`config.mk`:
```
export PLATFORM = sky130hd
export DESIGN_NAME = fetch_sequencer
export DESIGN_NICKNAME = d
export VERILOG_FILES = /design/src/rtl/fetch_sequencer.sv
export SDC_FILE = /design/constraint.sdc
export NUM_CORES = 1
export LEC_CHECK = 0
export ABC_AREA = 1
export CAP_MARGIN = 5
export CORE_AREA = 2 2 106 128
export CTS_BUF_LIST = sky130_fd_sc_hd__clkbuf_4
export DETAILED_ROUTE_END_ITERATION = 16
export DIE_AREA = 0 0 108 130
export PLACE_DENSITY = 0.83
export SLEW_MARGIN = 20
export SYNTH_ARGS = -nofsm -noshare
export SYNTH_HDL_FRONTEND = slang
export SYNTH_SLANG_ARGS = --single-unit
```
`constraint.sdc`:
```
create_clock -name clk -period 3 [get_ports clk]
set_clock_uncertainty 0.2 [all_clocks]
set_input_delay 0.6 -clock clk [delete_from_list [all_inputs] [get_ports clk]]
set_output_delay 0.6 -clock clk [all_outputs]
set_load 0.05 [all_outputs]
```
`src/rtl/fetch_sequencer.sv`:
```
// Multi-cycle FETCH/DECODE/EXECUTE/WRITEBACK sequencer that owns the PC and fetches over a req/ack handshake.
// Optional retired-instruction counter enabled by defining INSTRET_CNT_EN.
module fetch_sequencer #(
    parameter int ADDRESS_WIDTH = 32,
    parameter int DATA_WIDTH = 32,
    parameter logic [ADDRESS_WIDTH-1:0] RESET_PC = '0,
    parameter int TIMEOUT_CYCLES = 15
) (
    input  logic                     clk,
    input  logic                     rst,
    input  logic                     en,
    output logic                     imem_req,
    output logic [ADDRESS_WIDTH-1:0] imem_addr,
    input  logic                     imem_ack,
    input  logic [DATA_WIDTH-1:0]    imem_rdata,
    output logic [DATA_WIDTH-1:0]    instr,
    output logic                     instr_valid,
    input  logic                     PCsrc,
    input  logic [ADDRESS_WIDTH-1:0] ImmOp,
    input  logic                     RegWrite_in,
    output logic                     RegWrite,
    output logic [ADDRESS_WIDTH-1:0] PC,
    output logic [2:0]               state,
    output logic                     fault,
    output logic [31:0]              instret
);

    // The wait counter only ever needs to reach TIMEOUT_CYCLES-1.
    localparam int CNT_W = (TIMEOUT_CYCLES > 1) ? $clog2(TIMEOUT_CYCLES) : 1;
    localparam logic [CNT_W-1:0] WAIT_LAST = CNT_W'(TIMEOUT_CYCLES - 1);

    typedef enum logic [2:0] {
        S_IDLE      = 3'd0,
        S_FETCH     = 3'd1,
        S_DECODE    = 3'd2,
        S_EXECUTE   = 3'd3,
        S_WRITEBACK = 3'd4,
        S_FAULT     = 3'd5
    } state_t;

    state_t                   state_r;
    state_t                   state_next;
    logic [ADDRESS_WIDTH-1:0] pc_r;
    logic [ADDRESS_WIDTH-1:0] pc_next;
    logic [DATA_WIDTH-1:0]    instr_r;
    logic [CNT_W-1:0]         wait_r;
    logic                     fault_r;
    logic                     fetch_done;
    logic                     fetch_wait;

    assign fetch_done = (state_r == S_FETCH) && imem_ack;
    assign fetch_wait = (state_r == S_FETCH) && !imem_ack;

    // Next-state and next-PC decode.
    always_comb begin
        state_next = state_r;
        pc_next    = pc_r;
        case (state_r)
            S_IDLE: begin
                if (en) begin
                    state_next = S_FETCH;
                end else begin
                    state_next = S_IDLE;
                end
            end
            S_FETCH: begin
                if (imem_ack) begin
                    state_next = S_DECODE;
                end else if (wait_r == WAIT_LAST) begin
                    state_next = S_FAULT;
                end else begin
                    state_next = S_FETCH;
                end
            end
            S_DECODE:    state_next = S_EXECUTE;
            S_EXECUTE:   state_next = S_WRITEBACK;
            S_WRITEBACK: begin
                // Modulo-2^ADDRESS_WIDTH add; alignment deliberately left unchecked.
                if (PCsrc) begin
                    pc_next = pc_r + ImmOp;
                end else begin
                    pc_next = pc_r + ADDRESS_WIDTH'(4);
                end
                if (en) begin
                    state_next = S_FETCH;
                end else begin
                    state_next = S_IDLE;
                end
            end
            S_FAULT:     state_next = S_FAULT;
            default:     state_next = S_IDLE;
        endcase
    end

    // State, PC, instruction latch, wait counter and sticky fault flag.
    always_ff @(posedge clk) begin
        if (rst) begin
            state_r <= S_IDLE;
            pc_r    <= RESET_PC;
            instr_r <= '0;
            wait_r  <= '0;
            fault_r <= 1'b0;
        end else begin
            state_r <= state_next;
            pc_r    <= pc_next;
            if (fetch_done) begin
                instr_r <= imem_rdata;
            end else begin
                instr_r <= instr_r;
            end
            if (fetch_wait && (wait_r != WAIT_LAST)) begin
                wait_r <= wait_r + CNT_W'(1);
            end else begin
                wait_r <= '0;
            end
            fault_r <= fault_r | (state_next == S_FAULT);
        end
    end

`ifdef INSTRET_CNT_EN
    logic [31:0] instret_r;

    // Retired-instruction count, one per WRITEBACK exit, wrapping naturally.
    always_ff @(posedge clk) begin
        if (rst) begin
            instret_r <= 32'd0;
        end else if (state_r == S_WRITEBACK) begin
            instret_r <= instret_r + 32'd1;
        end else begin
            instret_r <= instret_r;
        end
    end

    assign instret = instret_r;
`else
    assign instret = 32'd0;
`endif

    assign imem_req    = (state_r == S_FETCH);
    assign imem_addr   = pc_r;
    assign instr       = instr_r;
    assign instr_valid = (state_r == S_DECODE);
    assign RegWrite    = (state_r == S_WRITEBACK) && RegWrite_in;
    assign PC          = pc_r;
    assign state       = state_r;
    assign fault       = fault_r;

endmodule

```
==> summary.md, run 1 <==
| Metric | Value |
|---|---|
| Die ar. | `about 0.014 mm²` |
| CP max FO | `4` |
| Worst-skew pair later-pin latency | `approximately 0.45 ns` |
| GRT Residual Overflow | `0` |
| Port bufs | `between 150 and 200` |
| Final setup vio count | `0` |
| Worst Path Arrival | `between 2 and 2.5 ns` |
| Synth Register Bits | `slightly above 70` |
| Worst rel slew slack | `0.322` |
| PostCTS Resize Cnt | `0` |
| Pre-CTS setup slack | `a little under 0.02 ns` |
| CTS tree | `built` |
| Initial DRC count | `approximately 440` |
| Fin cells | `about 1300` |
| Min Tclk post-route | `about 2.8 ns` |
| Register area share after synthesis | `0.239` |
| Share of the synthesized area in the top cell type | `0.239` |
| # H-tree levels | `3` |
| Largest net degree at the start of global routing | `47` |
| Slew @ Worst Pin | `1.02 ns` |
| Site Rows | `46` |
| Synth unique cells | `42` |
| Max_cap viols | `0` |
| CTS buffer count | `9` |
| Final Hold Vio Count | `0` |
| Cell taking the most area after synthesis | `dfxtp_1` |
| CP required | `between 2 and 2.5 ns` |
| HPWL Detailed | `~15000 µm` |
| Total Routing Usage GR | `0.277` |
| Asr flop ratio synth | `0` |
| Initial Util | `0.465` |
| Share of cells above drive strength 1 | `0.0548` |
| Final period utilization | `0.947` |
| Maximum vdd drop | `0.307 mV` |
| DP Cell Count | `around 1300` |
| Core box area | `0.0129 mm²` |
| Area contributors post-synth | `dfxtp_1, nand2_1, nor2_1` |
| Final ANT Viol Nets | `0` |
| Clock sink count | `72` |
| Final slew viol count | `0` |
| Antenna violations before repair | `0` |
| Main synth FF type | `dfxtp_1` |
| Critical Path End Type | `output pin` |
| Clk pin slew, worst setup/hold paths | `between 0.1 and 0.15 ns` |
| Vias in the first global route | `roughly 6400` |
| Setup WS post-layout | `between 0.15 and 0.2 ns` |
| Synth Area per Inst | `approximately 6.3 µm²` |
| PD cells | `between 300 and 400 mW/mm²` |
| Post-synth EDFFs | `0` |
| Crit path launch type | `register` |
| Maximum operating frequency | `0.352 GHz` |
| WHS | `a little under 0.3 ns` |
| Postcts setup bufs | `0` |
| WL final | `between 15000 and 20000 µm` |
| Mapped cell area | `0.00602 mm²` |
| Outcome | `finished clean` |
| Total negative slack | `0 ns` |
| Synth Warn # | `0` |
| GPL Wtd Cong | `~0.98` |
| RSZ-0062 raised after global routing | `false` |
| DIE HEIGHT | `between 100 and 150 µm` |
| Util after Layout | `0.604` |
| Clock root cell | `clkbuf_4` |
| Residual DRC | `0` |
| Cts hold-fix bufs | `0` |
| First-pass GRT wire length | `approximately 31000 µm` |
| Routed vias | `~6800` |
| Kind of critical path | `reg2out` |
| Area Overhead vs Synth | `29.8%` |
| I/O pin total | `roughly 210` |
| TritonRoute pass-1 iters | `7` |
| Die Wd | `108 µm` |
| HP Class | `reg2reg` |
| Via-to-Cell Ratio | `5.30` |
| Lkg Pwr | `about 0.0036 µW` |
| Final net count | `1213` |
| Clk buf depth | `2` |
| Antenna Cells | `0` |
| WL/cell | `approximately 15 µm` |
| Synth Instances | `around 960` |
## synthesized netlist by cell type, types with 4 or more instances
master / instances
clkbuf_1: 19
buf_4: 64
or2_0: 5
o21bai_1: 9
inv_1: 93
nand3_1: 56
nor2_2: 5
xnor2_1: 6
a21oi_1: 76
nand3b_1: 7
nand4_1: 14
or2_2: 4
nand2_2: 4
a31oi_1: 4
nor3_1: 12
ha_1: 34
nor2_1: 139
o21ai_0: 85
dfxtp_1: 72
xor2_1: 15
buf_2: 5
nand2_1: 201
o211ai_1: 5
## kinds of logic after synthesis
family | Yosys count | synth area share
buffers and inverters | 185 | 0.156
AO/OA/AOI/OAI | 191 | 0.172
other | 1 | 0.000623
flip-flops | 72 | 0.239
adder cells (fa/ha/maj) | 35 | 0.0740
XOR/XNOR | 21 | 0.0305
AND/OR/NAND/NOR | 458 | 0.328
## worst max-delay path, stage by stage, from the launching register on
cell,delay (ns)
dfxtp_1,0.40
inv_1,0.07
nor2_1,0.08
inv_1,0.05
nor2_1,0.16
clkdlybuf4s50_1,0.85
## final timing paths
kind | start | endpoint | slack, ns | cells past startpoint
worst min register to register | wait_r[0] | wait_r[0] | 0.29 | 1
worst max-delay path | state[0] | imem_req | 0.16 | 5
worst min-delay path | wait_r[0] | wait_r[0] | 0.29 | 1
worst max register to register | PC[21] | PC[31] | 0.51 | 10
## sequential cells by signal (all words and copies together) (netlist names)
name and count:
wait_r 4, instr 32, state 3, fault 1
PC 32
## placed cells by master, fill, tap and decap left out, drive strengths merged, types with 15 or more instances in the layout
cell type,count
nand3,57
buf,21
ha,34
a21oi,78
conb,32
o21ai,86
inv,95
dfxtp,72
xor2,15
clkdlybuf4s50,171
nand2,206
nor2,147
## metal layers
| layer | GRT usage | wire length [µm] | vias up |
|---|---|---|---|
| li1 | - | - | 3359 |
| met1 | 0.328 | 7530 | 3063 |
| met2 | 0.483 | 9410 | 331 |
| met3 | 0.0609 | 1880 | 42 |
| met4 | 0.116 | 669 | 0 |
| met5 | 0 | 0 | - |
## area by class of cell
class                   instances  area, µm²
clock inverters                 6       93.8
flip-flops and latches         72       1440
clock buffers                  10       75.1
repair buffers                192       1880
multi-input cells             737       3760
well taps                     168        210
inverters                      96        360
fillers                      1278       5130
## power breakdown
group          internal, µW  switching (µW)  total, µW
clock network           351             401        752
logic                   248             482        730
registers               998            31.4       1030
total                  1600             914       2510
## metrics by stage
step	total power, µW	instance area (µm²)
floorplan	1550	6140
global placement	1770	7650
detailed placement	1770	7650
CTS	2510	7820
global route	2610	7820
finish	2510	7820
Power figures use the tool's default switching activity.
==> run 2, diff against run 1 <==
CORE_AREA = 2 2 133 103   (was 2 2 106 128)
DIE_AREA = 0 0 135 105   (was 0 0 108 130)
RECOVER_POWER = 50   (was default)
==> run 2 against run 1 <==
  * Final cell count about the same
  * Largest power group unchanged
  * Largest cell class unchanged
  * Total power down 2.9%
  * Routed wire length down 1.8%
  * Utilization up 0.33 points
  * Global-route usage down 1.5 points
  * Register-to-register slack about the same
==> summary.md, run 2 (synthesized netlist as in run 1, its figures left out) <==
| Metric | Value |
|---|---|
| CTS buffer count | `9 (unchanged)` |
| Min Tclk post-route | `2.85 ns (was 2.84 ns)` |
| Outcome | `finished clean (unchanged)` |
| CP top delay family | `buffers and inverters (unchanged)` |
| GRT Residual Overflow | `0 (unchanged)` |
| Die Wd | `135 µm (was 108 µm)` |
| PD cells | `314 mW/mm² (was 321 mW/mm²)` |
| Antenna violations before repair | `0 (unchanged)` |
| Lkg Pwr | `0.00364 µW (was 0.00357 µW)` |
| Final Hold Vio Count | `0 (unchanged)` |
| Setup WS post-layout | `0.148 ns (was 0.161 ns)` |
| Capturing point of the worst reg2reg path | `PC[8] (was PC[31])` |
| Maximum operating frequency | `0.351 GHz (was 0.352 GHz)` |
| HP Class | `reg2reg (unchanged)` |
| Maximum vdd drop | `0.249 mV (was 0.307 mV)` |
| Hold Path End | `wait_r[0] (unchanged)` |
| CP max stage delay | `0.85 ns (about the same)` |
| Worst-skew pair later-pin latency | `0.43 ns (was 0.45 ns)` |
| Kind of critical path | `reg2out (unchanged)` |
| Final net count | `1211 (was 1213)` |
| Worst Path Arrival | `2.05 ns (was 2.04 ns)` |
| Most frequent cells in the layout | `nand2_1, nor2_1, clkdlybuf4s50_1 (was nand2_1, clkdlybuf4s50_1, nor2_1)` |
| Pre-CTS setup slack | `-0.0536 ns (was 0.0197 ns)` |
| Initial DRC count | `710 (was 443)` |
| Share of cells above drive strength 1 | `0.0495 (was 0.0548)` |
| FF-to-FF Start | `state[1] (was PC[21])` |
| CP required | `2.20 ns (about the same)` |
| CTS tree | `built (unchanged)` |
| Cts hold-fix bufs | `0 (unchanged)` |
| Core box area | `0.0128 mm² (was 0.0129 mm²)` |
| Via-to-Cell Ratio | `5.29 (was 5.30)` |
| Die ar. | `0.0142 mm² (was 0.0140 mm²)` |
| Internal power | `1570 µW (was 1600 µW)` |
| First-pass GRT wire length | `29900 µm (was 30700 µm)` |
| Fill count | `1243 (was 1278)` |
| Comb power frac | `0.291 (about the same)` |
| DP Cell Count | `1266 (was 1265)` |
| I/O pin total | `205 (unchanged)` |
| Most common cell after layout, fill and taps aside | `nand2_1 (unchanged)` |
| Final ANT Viol Nets | `0 (unchanged)` |
| Post-DP Area | `0.00763 mm² (was 0.00765 mm²)` |
| P_sw | `868 µW (was 914 µW)` |
| Switching Share | `0.356 (was 0.364)` |
| # H-tree levels | `3 (unchanged)` |
| Flop2flop setup slack | `0.50 ns (was 0.51 ns)` |
| WL/cell | `14.9 µm (was 15.2 µm)` |
| Worst rel slew slack | `0.296 (was 0.322)` |
| Routed vias | `6779 (was 6795)` |
| Site Rows | `36 (was 46)` |
| Vias in the first global route | `5908 (was 6448)` |
| Final slew viol count | `0 (unchanged)` |
| Clock root cell | `clkbuf_4 (unchanged)` |
| Postcts setup bufs | `0 (unchanged)` |
| Clock sink count | `72 (unchanged)` |
| Slew @ Worst Pin | `1.05 ns (was 1.02 ns)` |
| Largest net degree at the start of global routing | `45 (was 47)` |
| Min-delay src | `wait_r[0] (unchanged)` |
| WHS | `0.279 ns (was 0.291 ns)` |
| Antenna Cells | `0 (unchanged)` |
| WL final | `19100 µm (was 19500 µm)` |
| HPWL Detailed | `15000 µm (about the same)` |
| Sequential share of power | `0.421 (was 0.410)` |
| DIE HEIGHT | `105 µm (was 130 µm)` |
| Final period utilization | `0.951 (was 0.947)` |
| GPL Wtd Cong | `0.986 (was 0.980)` |
| CP max stage cell | `clkdlybuf4s50_1 (unchanged)` |
| Final Cell Area | `0.00777 mm² (was 0.00782 mm²)` |
| TritonRoute pass-1 iters | `6 (was 7)` |
| Total Routing Usage GR | `0.262 (was 0.277)` |
| FF-to-FF path depth | `8 (was 10)` |
| PostCTS Resize Cnt | `0 (unchanged)` |
| Port bufs | `172 (unchanged)` |
| Initial Util | `0.471 (was 0.465)` |
| RSZ-0062 raised after global routing | `false (unchanged)` |
| Worst-path cell chain | `inv_1 > nor2_1 > inv_1 > nor2_1 > clkdlybuf4s50_1 (unchanged)` |
| Critical Path End Type | `output pin (unchanged)` |
| Crit path launch type | `register (unchanged)` |
| Clk pin slew, worst setup/hold paths | `0.12 ns (about the same)` |
| Fin cells | `1282 (was 1281)` |
| Clock share of power | `0.287 (was 0.299)` |
| Max_cap viols | `0 (unchanged)` |
| Residual DRC | `0 (unchanged)` |
| Hold depth | `1 (unchanged)` |
| WP buf/inv | `3 (unchanged)` |
| Util after Layout | `0.607 (was 0.604)` |
| Area Overhead vs Synth | `28.9% (was 29.8%)` |
| CP max FO | `4 (unchanged)` |
| Clk buf depth | `2 (unchanged)` |
| Final setup vio count | `0 (unchanged)` |
run 2: cell types whose count changed in the layout (fill, tap and decap cells not counted), moves of 3 or more:
| cell | delta |
|---|---|
| clkdlybuf4s50_1 | -37 |
| dlygate4sd3_1 | +37 |
| buf_4 | -7 |
| clkbuf_1 | +3 |
| clkbuf_2 | +3 |
| clkinv_4 | -3 |
run 2: how the worst max path moves through the flow:
| stage | from | to | slack, ns | cells after the start |
|---|---|---|---|---|
| floorplan | state[0] | instr[17] | 0.31 | 10 |
| detailed placement | ImmOp[0] | PC[22] | -0.05 | 13 |
| global route | state[0] | imem_req | 0.02 | 5 |
| finish | state[0] | imem_req | 0.15 | 5 |
| CTS | state[0] | imem_req | 0.14 | 5 |
| global placement | ImmOp[0] | PC[30] | 0.02 | 14 |
run 2: final cells by class:
cell class	instances	area [µm²]	area share
clock buffer	10	75.1	0.00967
clock inverter	6	83.8	0.0108
inverter	96	360	0.0464
multi-input combinational	737	3760	0.484
sequential	72	1440	0.186
tap	171	214	0.0275
timing repair buffer	190	1840	0.236
run 2: power groups by stage:
stage / logic, µW / registers [µW] / clock network [µW]
3_5_place_dp: 718 / 1050 / 0
4_1_cts: 721 / 1030 / 713
6_report: 710 / 1030 / 701
3_3_place_gp: 713 / 1050 / 0
5_1_grt: 756 / 1030 / 757
2_1_floorplan: 361 / 1190 / 0
run 2: worst register-to-register path, stage by stage, from the launching register on:
cell and delay [ns]:
dfxtp_1 0.42, nor2_1 0.08, nand2_1 0.08, clkbuf_2 0.37
clkinv_1 0.15, clkbuf_2 0.55, nand2_1 0.21, o21ai_0 0.10
a221oi_1 0.26
run 2: metal layers:
layer | GRT usage | share of wire | up-vias
met3 | 0.0718 | 0.10 | 26
met2 | 0.386 | 0.43 | 333
met1 | 0.376 | 0.45 | 3060
met5 | 0 | 0 | -
met4 | 0.0670 | 0.015 | 0
li1 | - | - | 3360
run 2: stage by stage:
stage,total power [µW],setup TNS (ns)
2_1_floorplan,1550,0
6_report,2440,0
3_5_place_dp,1770,-0.224
3_3_place_gp,1760,0
4_1_cts,2460,0
5_1_grt,2550,0
==> patch (flow settings as in run 2) <==
Set the parameter `TIMEOUT_CYCLES` to 14 (it was 15).
--- a/src/rtl/fetch_sequencer.sv
+++ b/src/rtl/fetch_sequencer.sv
@@ -6,3 +6,3 @@
     parameter logic [ADDRESS_WIDTH-1:0] RESET_PC = '0,
-    parameter int TIMEOUT_CYCLES = 15
+    parameter int TIMEOUT_CYCLES = 14
 ) (
Function: no difference found for any inputs over 10 cycles, from zero or initial values and one cycle with rst high; that may be too few to reach the edited logic, so the function may still have changed.
==> patch against run 2 <==
- final area grew 0.45%
- synthesized cell count up 0.31%
- die area unchanged
- clock power up 6.4%
- largest cell class unchanged
- sequential cell count stayed put
- wire length rose by 0.18%
- sequential power about the same
- area after synthesis increased by 0.37%
- worst setup slack better by 0.088 ns
- power rose by 2.1%
==> patch: results (changes against run 2) <==
Clock tree
  – Clock root buffer: clkbuf_4
  – Clk Latency, worst-skew pair: 0.45 ns (+0.02 ns)
  – Clock transition at path regs: 0.13 ns
  – H-tree Lvls: 3 (unchanged)
  – Post_cts resized: 0 (unchanged)
  – CTS max path bufs: 2 (unchanged)
  – TritonCTS Buffers: 9 (unchanged)
  – Postcts setup bufs: 0 (unchanged)

GRT
  – Antenna violations before repair: 0 (unchanged)
  – Largest net degree at the start of global routing: 41 (-8.9%)
  – Global Route Usage Sum: 0.264 (+0.00156)
  – Global-route wire length before repair: 30.1 mm (+0.65%)
  – Overflow after GRT: 0 (unchanged)
  – Via count of the first global-routing pass: 5944 (+0.61%)

Layout
  – Post-Layout Cell Count: 1282 (unchanged)
  – Nets: 1211 (unchanged)
  – ANT cells: 0 (unchanged)
  – Fill cell count: 1263 (+1.6%)
  – Fraction of final layout cells sized beyond drive strength 1: 0.0459 (-0.00360)

Setup path
  – Crit path max-delay family: buffers and inverters
  – Max stage delay on crit path: 0.90 ns (+0.05 ns)
  – R2r worst-path depth: 10 (+2)
  – Slowest cell on the critical path: clkdlybuf4s50_1
  – CP max FO: 8 (+4)
  – Data arrival, critical path: 1.96 ns (-0.09 ns)

Synthesis
  – YS warnings: 0 (unchanged)
  – Syn avg cell area: 6.26 µm² (about the same)
  – Distinct cells, synth: 43 (+2.4%)
  – Synth Flop Type: dfxtp_1
  – Sequential-to-total area share from yosys stat: 0.238 (-0.000891)
  – Commonest cells in the netlist: nand2_1, nor2_1, inv_1
  – Asr flop ratio synth: 0 (unchanged)
  – Synth area leaders: dfxtp_1, nand2_1, nor2_1

Placed design
  – Post-DP HPWL: 15.0 mm (-0.40%)
  – GPL Wtd Cong: 0.977 (-0.92%)
  – IO Port Bufs: 172 (unchanged)
  – Dpl cells: 1266 (unchanged)
  – Place WS: -0.0935 ns (-0.0400 ns)

Route
  – Via count: 6767 (-0.18%)
  – # DRC: 0 (unchanged)
  – First-pass DRT Iterations: 5 (-1)
  – Initial detailed-routing violation count: 812 (+14%)
  – WL/cell: 15.0 µm (+0.18%)

Pwr
  – Leakage power: 3.72 nW (+2.3%)
  – Peak VDD IR: 0.189 mV (-24%)

Min path
  – Hold Path Depth: 2 (+1)
  – Hold WC Path Type: flip-flop to flip-flop

STA
  – Worst-margin pin slew: 1.22 ns (+0.166 ns)

Run status
  – Status: complete, no violations
-- patch: cell types whose count changed after synthesis, sizes merged, moves of 4 or more --
cell and change:
inv +6, nand3 +5, or2 -5, xnor2 +4
-- patch: layout make-up --
cell class,instances,share of cell area
timing repair buffer,187,0.236
clock inverter,7,0.0130
inverter,101,0.0486
clock buffer,9,0.00866
sequential,72,0.185
multi-input combinational,735,0.482
tap,171,0.0274
-- patch: path summary, 6_finish.rpt --
path,end,from,slack [ns]
setup / recovery,imem_addr[24],PC[24],0.24
hold / removal,fault,fault,0.26
setup reg to reg,PC[10],state[0],0.44
hold reg to reg,fault,fault,0.26
-- patch: kinds of logic after synthesis --
family,after synthesis,synth area share
xor gates and xnor gates,23,0.0333
and+or+nand+nor,453,0.325
AOI/OAI and AO/OA,192,0.171
other,1,0.000620
adders and majority gates,35,0.0737
DFF,72,0.238
buffers and inverters,190,0.159
-- patch: per-layer routing --
layer / wire, µm / up-vias / GRT usage
met2: 8400 / 346 / 0.404
li1: - / 3353 / -
met1: 8490 / 3045 / 0.372
met5: 0 / - / 0
met4: 264 / 0 / 0.0469
met3: 2020 / 23 / 0.0752
-- patch: metrics by stage --
step / TNS [ns] / cell area [µm²] / util
detailed placement: -0.306 / 7640 / 0.597
floorplan: 0 / 6160 / -
CTS: 0 / 7810 / 0.611
global placement: -0.0597 / 7640 / 0.597
finish: 0 / 7800 / 0.610
global route: 0 / 7800 / 0.610
-- patch: power breakdown --
part / internal [W] / total [W] / switching [W]
logic: 0.000232 / 0.000715 / 0.000483
clock network: 0.000346 / 0.000746 / 0.000400
registers: 0.000998 / 0.00103 / 0.0000299
total: 0.00158 / 0.00249 / 0.000913
